==> config.mk <==
export PLATFORM = sky130hd
export DESIGN_NAME = snn_layer_ctrl
export DESIGN_NICKNAME = d
export VERILOG_FILES = /design/src/rtl/snn_layer_ctrl.sv
export SDC_FILE = /design/constraint.sdc
export NUM_CORES = 1
export LEC_CHECK = 0
export BUFFER_PORTS_ARGS = -buffer_cell sky130_fd_sc_hd__buf_2
export CORE_ASPECT_RATIO = 0.5
export CORE_MARGIN = 2
export CORE_UTILIZATION = 50
export DETAILED_ROUTE_END_ITERATION = 7
export PLACE_DENSITY = 0.8
export SKIP_LAST_GASP = 1
export SYNTH_ARGS = -nofsm -noshare
export SYNTH_HDL_FRONTEND = slang
export SYNTH_SLANG_ARGS = --single-unit
==> constraint.sdc <==
create_clock -name clk -period 6.6 [get_ports clk]
set_input_delay 0.66 -clock clk [delete_from_list [all_inputs] [get_ports clk]]
set_output_delay 0.66 -clock clk [all_outputs]
set_load 0.03 [all_outputs]
==> src/rtl/snn_layer_ctrl.sv <==
// -----------------------------------------------------------------------------
// snn_layer_ctrl
// Time-multiplexes one binary-input MAC neuron across every neuron of a BSNN
// layer. A start pulse in IDLE latches the input spike vector. The block then
// walks the neurons in order. For each neuron it streams IN_SIZE weights from
// a sync-read weight ROM and adds the gated weights. It then adds the
// neuron's bias and compares the result against a signed threshold to form
// that neuron's output spike bit.
//
// Optional feature macro: SNN_MEMBRANE_EN
//   defined   : every neuron keeps a saturating membrane potential across
//               starts. The potential is reset to zero when the neuron fires
//               (multi-timestep LIF behaviour).
//   undefined : stateless; the potential is acc + bias on each evaluation.
//
// Ports
//   clk          rising-edge clock
//   reset        synchronous, active-high
//   start_i      begin one layer evaluation (only honoured in IDLE)
//   in_spikes_i  binary inputs, latched when start is accepted
//   threshold_i  signed firing threshold, held stable while busy
//   w_addr_o     weight address = neuron*IN_SIZE + input
//   w_en_o       weight read enable (data returns one cycle later)
//   w_rdata_i    signed weight data
//   b_addr_o     bias address = current neuron
//   b_rdata_i    signed bias data (one-cycle read latency)
//   busy_o       high from the cycle after an accepted start through DONE
//   done_o       one-cycle pulse; spike_out_o is valid
//   spike_out_o  bit n = spike of neuron n; held until the next start
// -----------------------------------------------------------------------------
module snn_layer_ctrl #(
  parameter  int IN_SIZE  = 4,
  parameter  int OUT_SIZE = 8,
  parameter  int WIDTH    = 4,
  localparam int ACC_W    = WIDTH + $clog2(IN_SIZE + 1) + 1,
  localparam int AW       = (IN_SIZE * OUT_SIZE > 1) ? $clog2(IN_SIZE * OUT_SIZE) : 1,
  localparam int BW       = (OUT_SIZE > 1) ? $clog2(OUT_SIZE) : 1
) (
  input  logic                    clk,
  input  logic                    reset,
  input  logic                    start_i,
  input  logic [IN_SIZE-1:0]      in_spikes_i,
  input  logic signed [ACC_W-1:0] threshold_i,
  output logic [AW-1:0]           w_addr_o,
  output logic                    w_en_o,
  input  logic signed [WIDTH-1:0] w_rdata_i,
  output logic [BW-1:0]           b_addr_o,
  input  logic signed [WIDTH-1:0] b_rdata_i,
  output logic                    busy_o,
  output logic                    done_o,
  output logic [OUT_SIZE-1:0]     spike_out_o
);

  localparam int IW = (IN_SIZE > 1) ? $clog2(IN_SIZE) : 1;
  localparam int NW = BW;

  typedef enum logic [2:0] {
    IDLE,
    MAC,
    DRAIN,
    FIRE,
    DONE
  } state_t;

  state_t                  state_q, state_d;
  logic [NW-1:0]           n_q, n_d;
  logic [IW-1:0]           i_q, i_d;
  logic signed [ACC_W-1:0] acc_q, acc_d;
  logic [IN_SIZE-1:0]      in_q, in_d;
  logic [OUT_SIZE-1:0]     spike_q, spike_d;
  // Spike bit of the weight requested in the previous cycle. The weight
  // itself arrives on w_rdata_i in the current cycle.
  logic                    pend_q, pend_d;

  logic signed [ACC_W-1:0] wExt;
  logic signed [ACC_W-1:0] bExt;
  logic                    fire;

  assign wExt = {{(ACC_W - WIDTH){w_rdata_i[WIDTH-1]}}, w_rdata_i};
  assign bExt = {{(ACC_W - WIDTH){b_rdata_i[WIDTH-1]}}, b_rdata_i};

`ifdef SNN_MEMBRANE_EN
  // Two extra bits of headroom beyond the accumulator; potential saturates
  // at the membrane width instead of wrapping.
  localparam int MW = ACC_W + 2;

  logic signed [MW-1:0] mem_q [OUT_SIZE];
  logic signed [MW-1:0] memSel;
  logic signed [MW:0]   sumWide;
  logic signed [MW-1:0] potential;
  logic signed [MW-1:0] thrExt;

  localparam logic signed [MW:0] MEM_MAX = {2'b00, {(MW - 1){1'b1}}};
  localparam logic signed [MW:0] MEM_MIN = {2'b11, {(MW - 1){1'b0}}};

  assign memSel  = mem_q[n_q];
  assign sumWide = {memSel[MW-1], memSel}
                 + {{3{acc_q[ACC_W-1]}}, acc_q}
                 + {{3{bExt[ACC_W-1]}}, bExt};
  assign thrExt  = {{2{threshold_i[ACC_W-1]}}, threshold_i};

  always_comb begin
    potential = sumWide[MW-1:0];
    if (sumWide > MEM_MAX) begin
      potential = MEM_MAX[MW-1:0];
    end else if (sumWide < MEM_MIN) begin
      potential = MEM_MIN[MW-1:0];
    end
  end

  assign fire = (potential >= thrExt);

  // Membrane storage: cleared by reset only, persists across starts.
  // A neuron that fires restarts from zero.
  always_ff @(posedge clk) begin
    if (reset) begin
      for (int k = 0; k < OUT_SIZE; k++) begin
        mem_q[k] <= '0;
      end
    end else if (state_q == FIRE) begin
      mem_q[n_q] <= fire ? '0 : potential;
    end
  end
`else
  logic signed [ACC_W-1:0] potential;

  assign potential = acc_q + bExt;
  assign fire      = (potential >= threshold_i);
`endif

  assign w_addr_o    = AW'(AW'(n_q) * AW'(IN_SIZE) + AW'(i_q));
  assign b_addr_o    = n_q;
  assign spike_out_o = spike_q;
  assign busy_o      = (state_q != IDLE);

  always_ff @(posedge clk) begin
    if (reset) begin
      state_q <= IDLE;
      n_q     <= '0;
      i_q     <= '0;
      acc_q   <= '0;
      in_q    <= '0;
      spike_q <= '0;
      pend_q  <= 1'b0;
    end else begin
      state_q <= state_d;
      n_q     <= n_d;
      i_q     <= i_d;
      acc_q   <= acc_d;
      in_q    <= in_d;
      spike_q <= spike_d;
      pend_q  <= pend_d;
    end
  end

  // Next-state and datapath control. The weight ROM has one cycle of read
  // latency, so every MAC/DRAIN cycle accumulates the weight requested in
  // the previous cycle (tracked by pend_q). Fetch timing is the same whatever
  // the spike pattern.
  always_comb begin
    state_d = state_q;
    n_d     = n_q;
    i_d     = i_q;
    acc_d   = acc_q;
    in_d    = in_q;
    spike_d = spike_q;
    pend_d  = 1'b0;
    w_en_o  = 1'b0;
    done_o  = 1'b0;

    case (state_q)
      IDLE: begin
        if (start_i) begin
          in_d    = in_spikes_i;
          n_d     = '0;
          i_d     = '0;
          acc_d   = '0;
          spike_d = '0;
          state_d = MAC;
        end
      end

      MAC: begin
        w_en_o = 1'b1;
        pend_d = in_q[i_q];
        if (pend_q) begin
          acc_d = acc_q + wExt;
        end
        if (i_q == IW'(IN_SIZE - 1)) begin
          state_d = DRAIN;
        end else begin
          i_d = i_q + IW'(1);
        end
      end

      DRAIN: begin
        if (pend_q) begin
          acc_d = acc_q + wExt;
        end
        state_d = FIRE;
      end

      FIRE: begin
        spike_d[n_q] = fire;
        if (n_q == NW'(OUT_SIZE - 1)) begin
          state_d = DONE;
        end else begin
          n_d     = n_q + NW'(1);
          i_d     = '0;
          acc_d   = '0;
          state_d = MAC;
        end
      end

      DONE: begin
        done_o  = 1'b1;
        state_d = IDLE;
      end

      default: begin
        state_d = IDLE;
      end
    endcase
  end

endmodule
==> summary.md <==
| Metric | Value |
|---|---|
| Outcome | `finished clean` |
| #FFs+latches synth | `29` |
| Detail Route Antenna Nets | `0` |
| Buffers and inverters on the worst path | `1` |
| Most frequent cells in the layout | `buf_2 (41), dfxtp_1 (29), ha_1 (25), nor2_1 (23), a21oi_1 (21)` |
| Setup slack at placement | `3.267 ns` |
| Postcts setup bufs | `0` |
| Worst path depth | `13` |
| Post-synth EDFFs | `0` |
| Mapped Avg Cell Area | `8.178 sq um` |
| Worst-path clk slew | `0.07 ns` |
| Setup CP Type | `primary input to flop` |
| Critical path cell sequence | `buf_2 -> ha_1 -> fa_1 -> a21o_1 -> a21oi_1 -> o21bai_1 -> a21oi_1 -> xnor2_1 -> ha_1 -> nand3_1 -> nor2_1 -> a21oi_1 -> o21ai_0` |
| Sw Share | `0.2320` |
| Largest net degree at the start of global routing | `26` |
| WP data arrival | `3.18 ns` |
| Worst reg2reg path depth | `12` |
| Initial antenna violation count | `0` |
| Synth-to-layout area growth | `17.64%` |
| Initial Utilization | `0.5196` |
| Synth Flop Type | `dfxtp_1` |
| Final setup fails | `0` |
| CP max-delay cell | `fa_1` |
| Total CTS buffers | `5` |
| DRT iter0 DRCs | `56` |
| # resized after CTS | `0` |
| Share of cells above drive strength 1 | `0.1875` |
| First-pass GRT wire length | `7293 microns` |
| DP HPWL | `3128 microns` |
| DIE AREA | `4613 sq um` |
| DR vias/cell | `5.360` |
| Number of antenna cells inserted | `0` |
| Fin. max-slew vios | `0` |
| Period Utilization, post-route | `0.4604` |
| Commonest non-fill, non-tap cell in the layout | `buf_2` |
| Tot Pwr | `0.4588 mW` |
| Asr flop ratio synth | `0` |
| Die height | `49.04 microns` |
| Row Count | `16` |
| Drt first pass iters | `4` |
| Fin nets | `337` |
| H-Tree Depth | `2` |
| Vias in the first global route | `1701` |
| Lkg Pwr | `1.111 nW` |
| Vias | `1833` |
| Clk_lat worst skew | `0.28 ns` |
| Pwr Density | `192.3 nW/um^2` |
| Hold Crit Class | `flop to flop` |
| Switching Power | `0.1064 mW` |
| Count of input and output buffers | `41` |
| Yosys Warn Count | `0` |
| Gr usage total | `0.1980` |
| Routed len/inst | `11.84 microns` |
| # DRC | `0` |
| Worst Tran Pin Value | `0.7122 ns` |
| Setup crit end kind | `flop` |
| Design area | `2386 sq um` |
| Final std cells w/o fill | `342` |
| Syn Inst Count | `248` |
| Total grt overflow | `0` |
| Die X | `94.07 microns` |
| Critical Path RT | `6.74 ns` |
| Setup crit end | `spike_out_o[3]` |
| Core area | `3904 sq um` |
| Dpl cells | `334` |
| Critical path peak fanout | `8` |
| Logic gate share of total power | `0.126` |
| Final WL | `4049 microns` |
| # clock sinks | `29` |
| Min Tclk post-route | `3.039 ns` |
| Most used cell, CP | `a21oi_1` |
| Unrepaired setup endpoints after global routing | `no` |
| Relative slew margins | `0.5215` |
| CP top delay family | `compound AO/OA/AOI/OAI gates` |
| Worst r2r src | `acc_q[1]` |
| Distinct cells, synth | `42` |
| Pint | `0.3523 mW` |
| Final worst slack | `3.561 ns` |
| Max VDD drop | `0.1181 mV` |
| Routability cong. | `0.7976` |
| Hold_buf cts | `0` |
| Post-route clock skew | `0.006632 ns` |
| Clock power frac | `0.478` |
| Startpoint types | `primary input` |
| Part of the Yosys area used for sequential elements | `0.2862` |
| Flop2flop setup slack | `3.65 ns` |
| CP max stage delay | `0.41 ns` |
| FF-to-FF End | `spike_out_o[3]` |
| Setup TNS | `0 ns` |
| # IOs | `42` |
| Root Buffer | `clkbuf_8` |
| Max-cap violation count | `0` |
| Synth Cell Area | `2028 sq um` |
| CP startpoint | `b_rdata_i[0]` |
| Hold Vio Cnt, Final | `0` |
| Post-DP Area | `2252 sq um` |
| Longest Clk Path Bufs | `2` |
| CTS tree | `built` |
| Fmax | `329.1 MHz` |
| Share of power burned in registers | `0.396` |
| Net count after synthesis | `298` |
[metrics by stage]
stage                     hold WS [ns]    util
after floorplan                 0.4318       -
after global placement          0.4404  0.5769
after detailed placement        0.4510  0.5769
after CTS                       0.4603  0.6112
after global routing            0.4838  0.6112
final                           0.4595  0.6112
[cell type report]
type                    instances  area [sq um]
flip-flops and latches         29         580.6
clock buffers                   5         68.82
fillers                       343          1518
repair buffers                 41         205.2
clock inverters                 3         65.06
multi-input cells             193          1335
well taps                      54         67.56
inverters                      17         63.81
[worst reg2reg max path, stage by stage, from the launching register on]
cell and delay [ns]:
dfxtp_1 0.44, ha_1 0.28, a21oi_1 0.15, nor2b_1 0.07, o31a_1 0.26, o41ai_1 0.36
xnor2_1 0.17, ha_1 0.26, inv_1 0.06, a21o_1 0.12, nor2_1 0.04, a21oi_1 0.41
o21ai_0 0.19
[Yosys cell counts (all sizes together), types with 2 or more instances]
library cell / n / area share
or3b: 2 / 0.0086
nand2b: 5 / 0.015
xnor2: 7 / 0.030
a211oi: 3 / 0.011
clkbuf: 3 / 0.0056
nor2b: 7 / 0.022
a21oi: 22 / 0.056
nor3: 6 / 0.015
a22oi: 4 / 0.015
ha: 25 / 0.15
mux2i: 3 / 0.015
o21ai: 13 / 0.032
o21a: 2 / 0.0074
fa: 2 / 0.020
xor2: 3 / 0.013
inv: 17 / 0.031
nor2: 23 / 0.043
nand2: 17 / 0.031
nor3b: 3 / 0.017
dfxtp: 29 / 0.29
o211ai: 4 / 0.015
a21o: 5 / 0.019
nand3b: 4 / 0.015
nand3: 18 / 0.044
a31oi: 2 / 0.0062
buf: 6 / 0.019
[sequential cells by signal, summed over array words and instances (netlist names)]
register / flops
acc_q: 8
pend_q: 1
state_q: 3
in_q: 4
b_addr_o: 3
i_q: 2
spike_out_o: 8
[how the worst min path moves through the flow]
stage / start / to / slack, ns / cells past startpoint
3_5_place_dp: in_q[2] / in_q[2] / 0.45 / 2
5_1_grt: in_q[2] / in_q[2] / 0.48 / 2
6_report: in_q[2] / in_q[2] / 0.46 / 2
3_3_place_gp: in_q[0] / in_q[0] / 0.44 / 2
4_1_cts: in_q[2] / in_q[2] / 0.46 / 2
2_1_floorplan: in_q[0] / in_q[0] / 0.43 / 2
[layer usage]
metal	global-route usage	share of wire
met1	0.2651	0.49
met2	0.3012	0.45
met3	0.06182	0.043
met4	0.07246	0.018
met5	0	0
[logic make-up (layout without fill, tap and decap cells)]
kind of cell	after synthesis	count (layout)	share of synthesized area
AO/OA/AOI/OAI	63	63	0.1949
XOR/XNOR	10	10	0.04319
adder cells (fa/ha/maj)	27	27	0.1740
buffers and inverters	26	66	0.05552
flip-flops	29	29	0.2862
multiplexers	4	4	0.02036
AND/OR/NAND/NOR	89	89	0.2258
[power groups by stage]
stage	sequential (mW)	combinational [mW]	clock, mW
floorplan	0.186	0.0401	0
finish	0.182	0.0577	0.219
global placement	0.186	0.0550	0
CTS	0.182	0.0577	0.225
detailed placement	0.186	0.0573	0
global route	0.182	0.0664	0.234
(Power assumes the default switching activity.)
